==> src/rtl/mat2x2_pkg.sv <==
// Shared definitions for the 2x2 8-bit matrix multiplier datapath:
// element/matrix widths, loader FSM encoding and an element packing helper.
package mat2x2_pkg;

    localparam int ELEM_W = 8;
    localparam int MAT_W  = 32;
    localparam int N_ELEM = 4;

    typedef enum logic [1:0] {
        IDLE   = 2'd0,
        LOAD_A = 2'd1,
        LOAD_B = 2'd2,
        HOLD   = 2'd3
    } ld_state_e;

    // Replace element slot idx of a row-major matrix word; slot 0 is x00 in the MSBs.
    function automatic logic [MAT_W-1:0] put_elem(input logic [MAT_W-1:0] w,
                                                  input logic [1:0]       idx,
                                                  input logic [ELEM_W-1:0] e);
        logic [MAT_W-1:0] r;
        r = w;
        case (idx)
            2'd0:    r[3*ELEM_W +: ELEM_W] = e;
            2'd1:    r[2*ELEM_W +: ELEM_W] = e;
            2'd2:    r[1*ELEM_W +: ELEM_W] = e;
            default: r[0*ELEM_W +: ELEM_W] = e;
        endcase
        return r;
    endfunction

endpackage

==> src/rtl/mat_idle_timer.sv <==
// Idle-cycle counter for partial frames. clr has priority over en; expire is
// high on the en cycle that brings the idle count to TIMEOUT_CYC.
// TIMEOUT_CYC = 0 ties expire low and builds no counter.
module mat_idle_timer #(
    parameter int TIMEOUT_CYC = 256
) (
    input  logic clk,
    input  logic rst_n,
    input  logic clr,
    input  logic en,
    output logic expire
);

    generate
        if (TIMEOUT_CYC == 0) begin : g_off
            logic unused_tie;
            assign unused_tie = &{1'b0, clk, rst_n, clr, en};
            assign expire     = 1'b0;
        end else begin : g_on
            // Counter only has to hold 0..TIMEOUT_CYC-1 idle cycles already seen.
            localparam int TW = (TIMEOUT_CYC < 2) ? 1 : $clog2(TIMEOUT_CYC);
            localparam logic [TW-1:0] LAST = TW'(TIMEOUT_CYC - 1);

            logic [TW-1:0] cnt_q, cnt_d;

            assign expire = en && !clr && (cnt_q == LAST);

            // Next idle count: clear, advance, or restart after expiry.
            always_comb begin
                cnt_d = cnt_q;
                if (clr) begin
                    cnt_d = '0;
                end else if (en) begin
                    cnt_d = (cnt_q == LAST) ? '0 : cnt_q + TW'(1);
                end
            end

            // Idle count register.
            always_ff @(posedge clk or negedge rst_n) begin
                if (!rst_n) cnt_q <= '0;
                else        cnt_q <= cnt_d;
            end
        end
    endgenerate

endmodule

==> src/rtl/mat2x2_operand_loader.sv <==
// Byte-stream loader for the 2x2 matrix multiplier: packs 4 bytes of A then
// 4 bytes of B row-major (first byte in MSB) and holds the pair until the
// consumer takes it.
// Optional feature macro: MAT_LOAD_CNT_EN adds the pair_cnt handshake counter.
//
// Handshakes: a byte transfers on a rising edge where s_valid && s_ready;
// a pair transfers where m_valid && m_ready. Valid sources never depend on
// ready; s_ready is low during reset, during flush and while holding a pair.
module mat2x2_operand_loader
    import mat2x2_pkg::*;
#(
    parameter int TIMEOUT_CYC = 256,
    parameter int CNT_W       = 16
) (
    input  logic              clk,
    input  logic              rst_n,
    input  logic              flush,
    input  logic              s_valid,
    output logic              s_ready,
    input  logic [ELEM_W-1:0] s_data,
    output logic              m_valid,
    input  logic              m_ready,
    output logic [MAT_W-1:0]  m_data1,
    output logic [MAT_W-1:0]  m_data2,
    output logic              busy,
    output logic              timeout_err,
    output ld_state_e         dbg_state
`ifdef MAT_LOAD_CNT_EN
    ,
    output logic [CNT_W-1:0]  pair_cnt
`endif
);

    ld_state_e        state_q, state_d;
    logic [1:0]       idx_q, idx_d;
    logic [MAT_W-1:0] a_q, a_d, b_q, b_d;
    logic             m_valid_q, m_valid_d;
    logic             busy_q, busy_d;
    logic             terr_q, terr_d;
    logic             accept, in_load, expire;

`ifdef MAT_LOAD_CNT_EN
    logic [CNT_W-1:0] cnt_q, cnt_d;
    assign pair_cnt = cnt_q;
`else
    logic [CNT_W-1:0] unused_cnt_w;
    assign unused_cnt_w = '0;
`endif

    assign s_ready     = rst_n && !flush && (state_q != HOLD);
    assign accept      = s_valid && s_ready;
    assign in_load     = (state_q == LOAD_A) || (state_q == LOAD_B);
    assign m_valid     = m_valid_q;
    assign m_data1     = a_q;
    assign m_data2     = b_q;
    assign busy        = busy_q;
    assign timeout_err = terr_q;
    assign dbg_state   = state_q;

    mat_idle_timer #(
        .TIMEOUT_CYC (TIMEOUT_CYC)
    ) u_idle_timer (
        .clk    (clk),
        .rst_n  (rst_n),
        .clr    (flush || accept || !in_load),
        .en     (in_load && !accept),
        .expire (expire)
    );

    // Loader FSM next state: flush first, then accept, then timeout.
    always_comb begin
        state_d = state_q;
        idx_d   = idx_q;
        a_d     = a_q;
        b_d     = b_q;
        terr_d  = 1'b0;
`ifdef MAT_LOAD_CNT_EN
        cnt_d   = cnt_q;
`endif
        if (flush) begin
            state_d = IDLE;
            idx_d   = '0;
            a_d     = '0;
            b_d     = '0;
        end else begin
            case (state_q)
                IDLE: begin
                    if (accept) begin
                        a_d     = put_elem(a_q, 2'd0, s_data);
                        idx_d   = 2'd1;
                        state_d = LOAD_A;
                    end
                end
                LOAD_A, LOAD_B: begin
                    if (accept) begin
                        if (state_q == LOAD_A) a_d = put_elem(a_q, idx_q, s_data);
                        else                   b_d = put_elem(b_q, idx_q, s_data);
                        idx_d = idx_q + 2'd1;
                        if (idx_q == 2'd3) state_d = (state_q == LOAD_A) ? LOAD_B : HOLD;
                    end else if (expire) begin
                        state_d = IDLE;
                        idx_d   = '0;
                        a_d     = '0;
                        b_d     = '0;
                        terr_d  = 1'b1;
                    end
                end
                HOLD: begin
                    if (m_ready) begin
                        state_d = IDLE;
`ifdef MAT_LOAD_CNT_EN
                        cnt_d   = cnt_q + CNT_W'(1);
`endif
                    end
                end
                default: state_d = IDLE;
            endcase
        end
        m_valid_d = (state_d == HOLD);
        busy_d    = (state_d != IDLE);
    end

    // Loader FSM and registered outputs.
    always_ff @(posedge clk or negedge rst_n) begin
        if (!rst_n) begin
            state_q   <= IDLE;
            idx_q     <= '0;
            a_q       <= '0;
            b_q       <= '0;
            m_valid_q <= 1'b0;
            busy_q    <= 1'b0;
            terr_q    <= 1'b0;
`ifdef MAT_LOAD_CNT_EN
            cnt_q     <= '0;
`endif
        end else begin
            state_q   <= state_d;
            idx_q     <= idx_d;
            a_q       <= a_d;
            b_q       <= b_d;
            m_valid_q <= m_valid_d;
            busy_q    <= busy_d;
            terr_q    <= terr_d;
`ifdef MAT_LOAD_CNT_EN
            cnt_q     <= cnt_d;
`endif
        end
    end

endmodule

==> config.mk <==
export PLATFORM = sky130hd
export DESIGN_NAME = mat2x2_operand_loader
export DESIGN_NICKNAME = d
export VERILOG_FILES = /design/src/rtl/mat2x2_pkg.sv /design/src/rtl/mat_idle_timer.sv /design/src/rtl/mat2x2_operand_loader.sv
export SDC_FILE = /design/constraint.sdc
export NUM_CORES = 1
export LEC_CHECK = 0
export ABC_AREA = 1
export CAP_MARGIN = 20
export CORE_ASPECT_RATIO = 2
export CORE_MARGIN = 2
export CORE_UTILIZATION = 51
export DETAILED_ROUTE_END_ITERATION = 7
export PLACE_DENSITY = 0.83
export SLEW_MARGIN = 10
export SYNTH_ARGS = -nofsm -noshare
export SYNTH_HDL_FRONTEND = slang
export SYNTH_HIERARCHICAL = 1
export SYNTH_SLANG_ARGS = --single-unit
==> constraint.sdc <==
create_clock -name clk -period 3.3 [get_ports clk]
set_input_delay 0.495 -clock clk [delete_from_list [all_inputs] [get_ports clk]]
set_output_delay 0.495 -clock clk [all_outputs]
set_load 0.01 [all_outputs]
==> results of run 1 <==
==> final timing paths <==
path	end	slack, ns	start	depth (start not counted)
min	m_data1[11]	0.22	rst_n	2
min in group clk	m_data2[30]	0.47	m_data2[30]	2
min reg2reg	m_data2[30]	0.47	m_data2[30]	2
max	m_data2[12]	0.38	dbg_state[0]	11
max reg2reg	m_data2[12]	0.38	dbg_state[0]	11
max in group asynchronous	m_data1[3]	2.11	rst_n	3
==> state kept, by name (all words and copies together) (netlist names) <==
name and cells:
m_data2 32, u_idle_timer/g_on.cnt_q 8, busy 1, m_data1 32, dbg_state 2, idx_q 2, timeout_err 1, m_valid 1
==> routing by layer <==
metal | track usage [%] | routed length [um]
met1 | 28.91 | 3720
met2 | 48.31 | 5717
met3 | 4.390 | 497
met4 | 13.21 | 327
met5 | 0 | 0
==> power groups by stage <==
stage	logic (W)	clock network, W	registers, W
after global routing	0.000658	0.00111	0.00111
after global placement	0.000575	0	0.00111
after floorplan	0.000303	0	0.00114
final	0.000593	0.00105	0.00110
after detailed placement	0.000590	0	0.00112
after CTS	0.000595	0.00106	0.00110
==> area by class of cell <==
type	count	area, um^2
sequential	79	1977
inverter	37	138.9
timing repair buffer	88	863.3
clock inverter	5	81.33
clock buffer	11	232.7
multi-input combinational	354	1739
fill	611	2395
tap	94	117.6
==> cells in the final DEF, fill, tap and decap left out, types with 3 or more instances in the layout <==
cell / n
a21oi_1: 9
buf_4: 7
clkbuf_16: 9
clkdlybuf4s50_1: 81
dfrtp_1: 79
ha_1: 10
inv_1: 30
inv_2: 7
nand2_1: 179
nand2_2: 9
nand3_1: 75
nor2_1: 38
nor2_2: 5
nor2_4: 7
o21ai_0: 4
o21ai_1: 3
==> logic make-up (layout without fill, tap and decap cells) <==
group | after synthesis | in the layout | share of synthesized area (%)
simple gates | 321 | 321 | 37.50
fa+ha+maj | 10 | 10 | 3.197
compound gates | 21 | 21 | 3.293
buf+inv | 47 | 141 | 5.051
xor+xnor | 2 | 2 | 0.4477
flops | 79 | 79 | 50.51
==> worst max-delay path, stage by stage (launching register included) <==
cell and delay [ns]:
dfrtp_1 0.49, inv_1 0.13, ha_1 0.43, inv_1 0.09, nor2_1 0.28, nand2_1 0.15
nor4_2 0.40, nor2_4 0.15, nor2_8 0.30, nand2_2 0.19, nand2_1 0.12, nand2_1 0.06
==> through the flow <==
step / total power, W / utilization, % / area [um^2]
2_1_floorplan: 0.001444 / - / 3914
3_3_place_gp: 0.001688 / 64.10 / 4836
5_1_grt: 0.002877 / 68.26 / 5150
6_report: 0.002743 / 68.26 / 5150
4_1_cts: 0.002752 / 68.26 / 5150
3_5_place_dp: 0.001707 / 64.10 / 4836
==> run metrics, run 1 <==
FP Rows 45; CTS H-Tree Depth 3; via-per-instance ratio about 5.3; largest cells by area after synthesis dfrtp_1 51%, nand2_1 17%, nand3_1 9.6%, nor2_1 3.6%, ha_1 3.2%; GRT Overall Usage 26.59%; port bufs 82; combinational group share of total power between 20% and 30%; worst skew pair latency 0.34 ns; EDFF count, synth 0; Worst Path Required ~3.5 ns; syn nets 503; vias in the first global route 3535; final-report setup violation count 0; Clock Tree Root clkbuf_16; Via Count 3526; Final Hold Slack 0.2159 ns; Place WS 0.2577 ns; diodes inserted 0; Post-Syn Area 3914 um^2; layout cells sized above 1 9.930%; Synth area leader dfrtp_1; Die Ht 127.9 um; Remaining DRCs 0; internal power 0.001950 W; Area Overhead vs Synth 31.59%; core area 7545 um^2; fmax 342.1 MHz; WL per Instance 15.36 um; Setup Buffers After CTS 0; Critical Path End Type register; post-synthesis cell count 480; total negative slack 0 ns; I/O pin cnt a little over 80; final wirelength 10.26 mm; P per Cell Area 532.6 nW/um^2; Switching Fraction 28.91%; DR pass1 iterations 7; post-route ant nets 0; share of the synthesized area in the top cell type 50.51%; Clock Sinks 79; DIE AREA 8433 um^2; clock share of power 38.3%; switching power approximately 0.00079 W; Max VDD drop around 450 uV; pin count of the biggest net entering global routing 56; Post-synth top flop dfrtp_1; Initial DRC Count ~270; hold_buf cts 0; most common cell in the netlist nand2_1; clock transition at the registers of the reported paths 0.06 ns; RSZ-0062 raised after global routing false; final hold vios 0; leakage 2.659 nW; first-pass GRT wire length 16.84 mm; Worst Path Arrival 3.15 ns; max-cap violations 0; GPL Wtd Cong 0.9238; worst hold path type primary input to asynchronous set/reset pin; Worst Skew 0.007051 ns; Critical Path Fanout Max 27; Cells after DPL ~650; CP Class register to register; Async SR Flop Fraction 100.0%; most instantiated cells after synthesis 179 x nand2_1, 79 x dfrtp_1, 75 x nand3_1, 38 x nor2_1, 30 x inv_1; post-CTS sizing 0; CTS Buf Count 9; Seq/Total Area, Yosys 50.51%; CTS tree yes; die width about 66 um; initial antenna violation count 0; Synth cell types 28; minimum clock period around 2.9 ns; deepest clock path buffer count 2; Least-Margin Pin Slew roughly 0.65 ns; Yosys Warn Count 6; outcome finished clean; Flop pwr share 40.1%; Worst slew margin 56.43%; Final #Nets 592; fin cells 668; syn avg cell area 8.154 um^2; Final HPWL DP 7.756 mm; post-layout worst setup margin 0.3771 ns; Slew Viols, Final 0; fin crit share 88.57%; Startpoint Class register; grt ovf 0; Initial Utilization 51.87%; flops & latches, synth around 80
(Power assumes the default switching activity.)
==> run 2: changes to the inputs <==
Settings changed: CAP_MARGIN 20 to not set, MAX_ROUTING_LAYER set to met4, SETUP_SLACK_MARGIN set to 0.2.
==> run 2 against run 1 <==
Against the previous run: die area unchanged; cell count increased by 0.30%; sequential share of layout area down 0.10 points; sequential cell count is the same; critical path depth unchanged; fmax grew 2.5%; non-clock buffer count did not move; power decreased by 1.9%.
==> run metrics, run 2 (synthesis gave the netlist of run 1 again) <==
outcome finished clean; Worst Path Required 3.53 ns (about the same); Clock Sinks 79 (unchanged); Switching Fraction 30.36% (+1.4 points); post-route cell area 5164 um^2 (+0.27%); Critical Path End Type register; final wirelength 10.85 mm (+5.8%); Least-Margin Pin Slew 0.7519 ns (+0.09833 ns); combinational group share of total power 22.7% (+1.1 points); post-route ant nets 0 (unchanged); internal power 0.001874 W (-3.9%); GPL Wtd Cong 0.9474 (+2.6%); Startpoint Class register; CTS tree yes; core area 7545 um^2 (unchanged); total negative slack 0 ns (unchanged); P per Cell Area 521.2 nW/um^2 (-2.1%); Final #Nets 594 (+0.34%); vias in the first global route 3480 (-1.6%); worst skew pair latency 0.34 ns (about the same); layout cells sized above 1 10.59% (+0.66 points); initial antenna violation count 0 (unchanged); via-per-instance ratio 5.478 (+3.8%); Critical Path Fanout Max 14 (-48%); DIE AREA 8433 um^2 (unchanged); diodes inserted 0 (unchanged); minimum clock period 2.851 ns (-0.07189 ns); deepest clock path buffer count 2 (unchanged); grt ovf 0 (unchanged); CP Class register to register; # fillers 613 (+0.33%); die width 65.95 um (unchanged); worst hold path type primary input to asynchronous set/reset pin; CTS Buf Count 9 (unchanged); clock share of power 36.5% (-1.8 points); Slew Viols, Final 0 (unchanged); most common cell after layout, fill and taps aside nand2_1; Worst Skew 0.006321 ns (-0.0007298 ns); Worst Path Arrival 3.08 ns (-0.07 ns); Via Count 3670 (+4.1%); placed standard-cell area 4836 um^2 (unchanged); fmax 350.7 MHz (+2.5%); Place WS 0.2244 ns (-0.03329 ns); I/O pin cnt 83 (unchanged); leakage 2.681 nW (+0.83%); Max VDD drop 324.5 uV (-28%); CTS H-Tree Depth 3 (unchanged); Clock Tree Root clkbuf_16; port bufs 82 (unchanged); max-cap violations 0 (unchanged); Die Ht 127.9 um (unchanged); WL per Instance 16.20 um (+5.4%); DR pass1 iterations 6 (-1); Flop pwr share 40.8% (+0.7 points); pin count of the biggest net entering global routing 55 (-1.8%); post-layout worst setup margin 0.4489 ns (+0.07189 ns); final hold vios 0 (unchanged); final-report setup violation count 0 (unchanged); Initial DRC Count 491 (+85%); fin crit share 86.40% (-2.2 points); first-pass GRT wire length 16.83 mm (about the same); Worst slew margin 49.69% (-6.7 points); GRT Overall Usage 27.52% (+0.93 points); Final HPWL DP 7.755 mm (about the same); Initial Utilization 51.87% (unchanged); most frequent cells in the layout 179 x nand2_1, 81 x clkdlybuf4s50_1, 79 x dfrtp_1, 75 x nand3_1, 38 x nor2_1; RSZ-0062 raised after global routing true; switching power 0.0008171 W (+3.0%); Remaining DRCs 0 (unchanged); Area Overhead vs Synth 31.94%; Setup Buffers After CTS 0 (unchanged); clock transition at the registers of the reported paths 0.06 ns (about the same); FP Rows 45 (unchanged)
## run 2: changes by cell type in the layout (fill, tap and decap cells not counted), sizes merged
cell / before / now
clkbuf: 11 / 9
nor2: 52 / 54
clkinv: 1 / 5
bufinv: 2 / 1
clkinvlp: 1 / 0
## run 2: path summary, 6_finish.rpt
check | from | to | slack, ns | cells past startpoint
min | rst_n | m_data1[13] | 0.21 | 2
min reg2reg | m_data1[2] | m_data1[2] | 0.47 | 2
max reg2reg | dbg_state[0] | m_data2[19] | 0.45 | 11
max in group asynchronous | rst_n | m_data1[1] | 2.10 | 3
min in group clk | m_data1[2] | m_data1[2] | 0.47 | 2
max | dbg_state[0] | m_data2[19] | 0.45 | 11
## run 2: power groups by stage
stage / sequential (W) / clock, W / combinational (W)
2_1_floorplan: 0.00114 / 0 / 0.000303
3_3_place_gp: 0.00111 / 0 / 0.000575
3_5_place_dp: 0.00112 / 0 / 0.000592
4_1_cts: 0.00110 / 0.000984 / 0.000598
5_1_grt: 0.00111 / 0.00103 / 0.000672
6_report: 0.00110 / 0.000981 / 0.000611
## run 2: critical path, stage by stage (launching register included)
cell and delay [ns]:
dfrtp_1 0.47, inv_1 0.13, ha_1 0.43, inv_1 0.09, nor2_1 0.28, nand2_1 0.18
nor4_4 0.36, nor2_4 0.17, nor2_8 0.25, nand2_2 0.17, nand2_1 0.13, nand2_1 0.07
## run 2: final cells by class
class,instances,area [um^2],area share (%)
Inverter,37,138.9,2.690
Tap cell,94,117.6,2.278
Sequential cell,79,1977,38.28
Timing Repair Buffer,88,863.3,16.72
Clock inverter,7,71.32,1.381
Multi-Input combinational cell,356,1770,34.29
Clock buffer,9,225.2,4.362
## run 2: repair_timing
item                                    in CTS  in global routing
hold buffers                                 0                  0
endpoints found under the setup margin       0                 59
gates resized for setup                      0                  1
## run 2: layer usage
| metal | up-vias | track usage (%) | part of all wire, % |
|---|---|---|---|
| met5 | - | - | 0 |
| met4 | 0 | 14.53 | 4.7 |
| met3 | 54 | 5.443 | 6.2 |
| met2 | 212 | 47.65 | 54 |
| met1 | 1689 | 28.76 | 35 |
| li1 | 1715 | - | - |
## run 2: stage by stage
stage | total power, W | instances | util, % | hold WS, ns
after global placement | 0.001689 | 652 | 64.10 | 0.4558
after floorplan | 0.001444 | 480 | - | 0.1994
after detailed placement | 0.001707 | 652 | 64.10 | 0.4572
after CTS | 0.002681 | 668 | 68.03 | 0.2228
after global routing | 0.002813 | 670 | 68.44 | 0.2379
final | 0.002691 | 670 | 68.44 | 0.2140
==> run 3: changes to the inputs <==
Settings changed: CAP_MARGIN set to 10, CORE_MARGIN 2 to 8.
==> run 3 against run 2 <==
Against the previous run: sequential power hardly changed; first-iteration DRC count decreased by 42%; sequential cell count stayed put; worst setup slack got worse by 0.013 ns; design area rose by 0.70%; largest power group is now clock.
==> run metrics, run 3 (synthesis gave the netlist of run 1 again) <==
final-report setup violation count 0 (unchanged); vias in the first global route 3664 (+5.3%); combinational group share of total power 21.6% (-1.1 points); diodes inserted 0 (unchanged); Slew Viols, Final 0 (unchanged); hold_buf cts 0 (unchanged); Via Count 3618 (-1.4%); fmax 349.1 MHz (-0.46%); Final #Nets 593 (-0.17%); most frequent cells in the layout 179 x nand2_1, 81 x clkdlybuf4s50_1, 79 x dfrtp_1, 75 x nand3_1, 38 x nor2_1; DR pass1 iterations 5 (-1); post-route ant nets 0 (unchanged); Max VDD drop 400.4 uV (+23%); via-per-instance ratio 5.408 (-1.3%); GRT Max-Usage Layer met2; clock transition at the registers of the reported paths 0.06 ns (about the same); max-cap violations 0 (unchanged); area of the multi-input gates 1759 um^2 (-0.64%); worst stage delay on the critical path 0.48 ns (about the same); CP Class register to register; Final HPWL DP 8.229 mm (+6.1%); worst hold path type primary input to asynchronous set/reset pin; GRT Overall Usage 21.29% (-6.2 points); total negative slack 0 ns (unchanged); Remaining DRCs 0 (unchanged); crit-path most repeated cell nand2_1; Worst Skew 0.005062 ns (-0.001259 ns); Worst slew margin 52.41% (+2.7 points); final wirelength 11.08 mm (+2.1%); port bufs 82 (unchanged); I/O pin cnt 83 (unchanged); met3 usage in global routing 5.484% (+0.040 points); Clock Sinks 79 (unchanged); met1 Use GR 19.46% (-9.3 points); critical path's top delay family simple AND/OR/NAND/NOR gates; Switching Fraction 28.03% (-2.3 points); die width 77.95 um (+18%); post-route cell area 5200 um^2 (+0.70%); Worst Path Arrival 3.10 ns (+0.02 ns); Die Ht 139.9 um (+9.4%); minimum clock period 2.864 ns (+0.01325 ns); grt ovf 0 (unchanged); worst skew pair latency 0.34 ns (about the same); critical-path cell list inv_1 > ha_1 > inv_1 > nor2_1 > nand2_1 > nor4_4 > nor2_4 > nor2_8 > nand2_2 > nand2_1 > nand2_1; Power, Total 0.002823 W (+4.9%); deepest clock path buffer count 2 (unchanged); worst path bufs/invs 2 (unchanged); CTS Buf Count 9 (unchanged); layout cells sized above 1 10.26% (-0.33 points); internal power 0.002032 W (+8.4%); Least-Margin Pin Slew 0.7138 ns (-0.03807 ns); Flop pwr share 39.0% (-1.8 points); RSZ-0062 raised after global routing false; register area 1977 um^2 (unchanged); Area Overhead vs Synth 32.86%; leakage 2.697 nW (+0.61%); fin crit share 86.80% (+0.40 points); Initial Utilization 51.87% (unchanged); final hold vios 0 (unchanged); clock share of power 39.4% (+2.9 points); # fillers 606 (-1.1%); Initial DRC Count 284 (-42%); core area 7545 um^2 (unchanged); first-pass GRT wire length 17.82 mm (+5.9%); switching power 0.0007914 W (-3.1%); initial antenna violation count 0 (unchanged); DIE AREA 10900 um^2 (+29%); GRT met2 Usage 37.05% (-11 points); P per Cell Area 542.9 nW/um^2 (+4.2%); GPL Wtd Cong 0.9227 (-2.6%); Critical Path Fanout Max 27 (+13); Post-Route Utilization 68.92% (+0.48 points); Startpoint Class register; critical path's slowest cell dfrtp_1; Critical Path End Type register; Worst Path Required 3.53 ns (about the same); most common cell after layout, fill and taps aside nand2_1; CTS tree yes; Clock Tree Root clkbuf_16; FP Rows 45 (unchanged); placed standard-cell area 4836 um^2 (unchanged); pin count of the biggest net entering global routing 60 (+9.1%); CTS H-Tree Depth 3 (unchanged); outcome finished clean; WL per Instance 16.56 um (+2.3%)
[run 3: cell types whose count changed in the layout (fill, tap and decap cells not counted), sizes merged]
cell    delta
bufinv     +1
clkbuf     +5
clkinv     -5
inv        -1
nor2       -1
[run 3: cell type report]
cell class                      count  area share, %
Timing Repair Buffer               88          16.60
Sequential cell                    79          38.02
Tap cell                           94          2.262
Clock inverter                      2          1.155
Multi-Input combinational cell    355          33.83
Clock buffer                       14          5.462
Inverter                           37          2.671
[run 3: through the flow]
step                cells  setup slack [ns]  hold WS, ns
floorplan             480            0.7085       0.1994
global placement      652            0.3193       0.4557
detailed placement    652            0.1927       0.4572
CTS                   668            0.3421       0.1988
global route          669            0.2010       0.2312
finish                669            0.4357       0.2104
[run 3: what timing repair did]
action                     in CTS  in global routing
setup buffers                   0                  0
setup endpoints to repair       0                 42
resized for setup               0                  1
[run 3: worst paths after layout]
path	start	endpoint	cells after the start	slack, ns
max in group asynchronous	rst_n	m_data2[24]	3	2.07
min in group clk	m_data1[29]	m_data1[29]	2	0.47
hold reg to reg	m_data1[29]	m_data1[29]	2	0.47
hold / removal	rst_n	m_data1[3]	2	0.21
setup reg to reg	dbg_state[0]	m_data1[16]	11	0.44
setup / recovery	dbg_state[0]	m_data1[16]	11	0.44
[run 3: power groups by stage]
stage	clock network (W)	registers [W]	logic, W
after floorplan	0	0.00114	0.000303
after global placement	0	0.00111	0.000587
after detailed placement	0	0.00112	0.000599
after CTS	0.00113	0.00110	0.000607
after global routing	0.00117	0.00111	0.000669
final	0.00111	0.00110	0.000611
[run 3: routing by layer]
metal | up-vias | share of wire (%)
li1 | 1710 | -
met1 | 1687 | 34
met2 | 172 | 54
met3 | 49 | 6.6
met4 | 0 | 5.7
met5 | - | 0
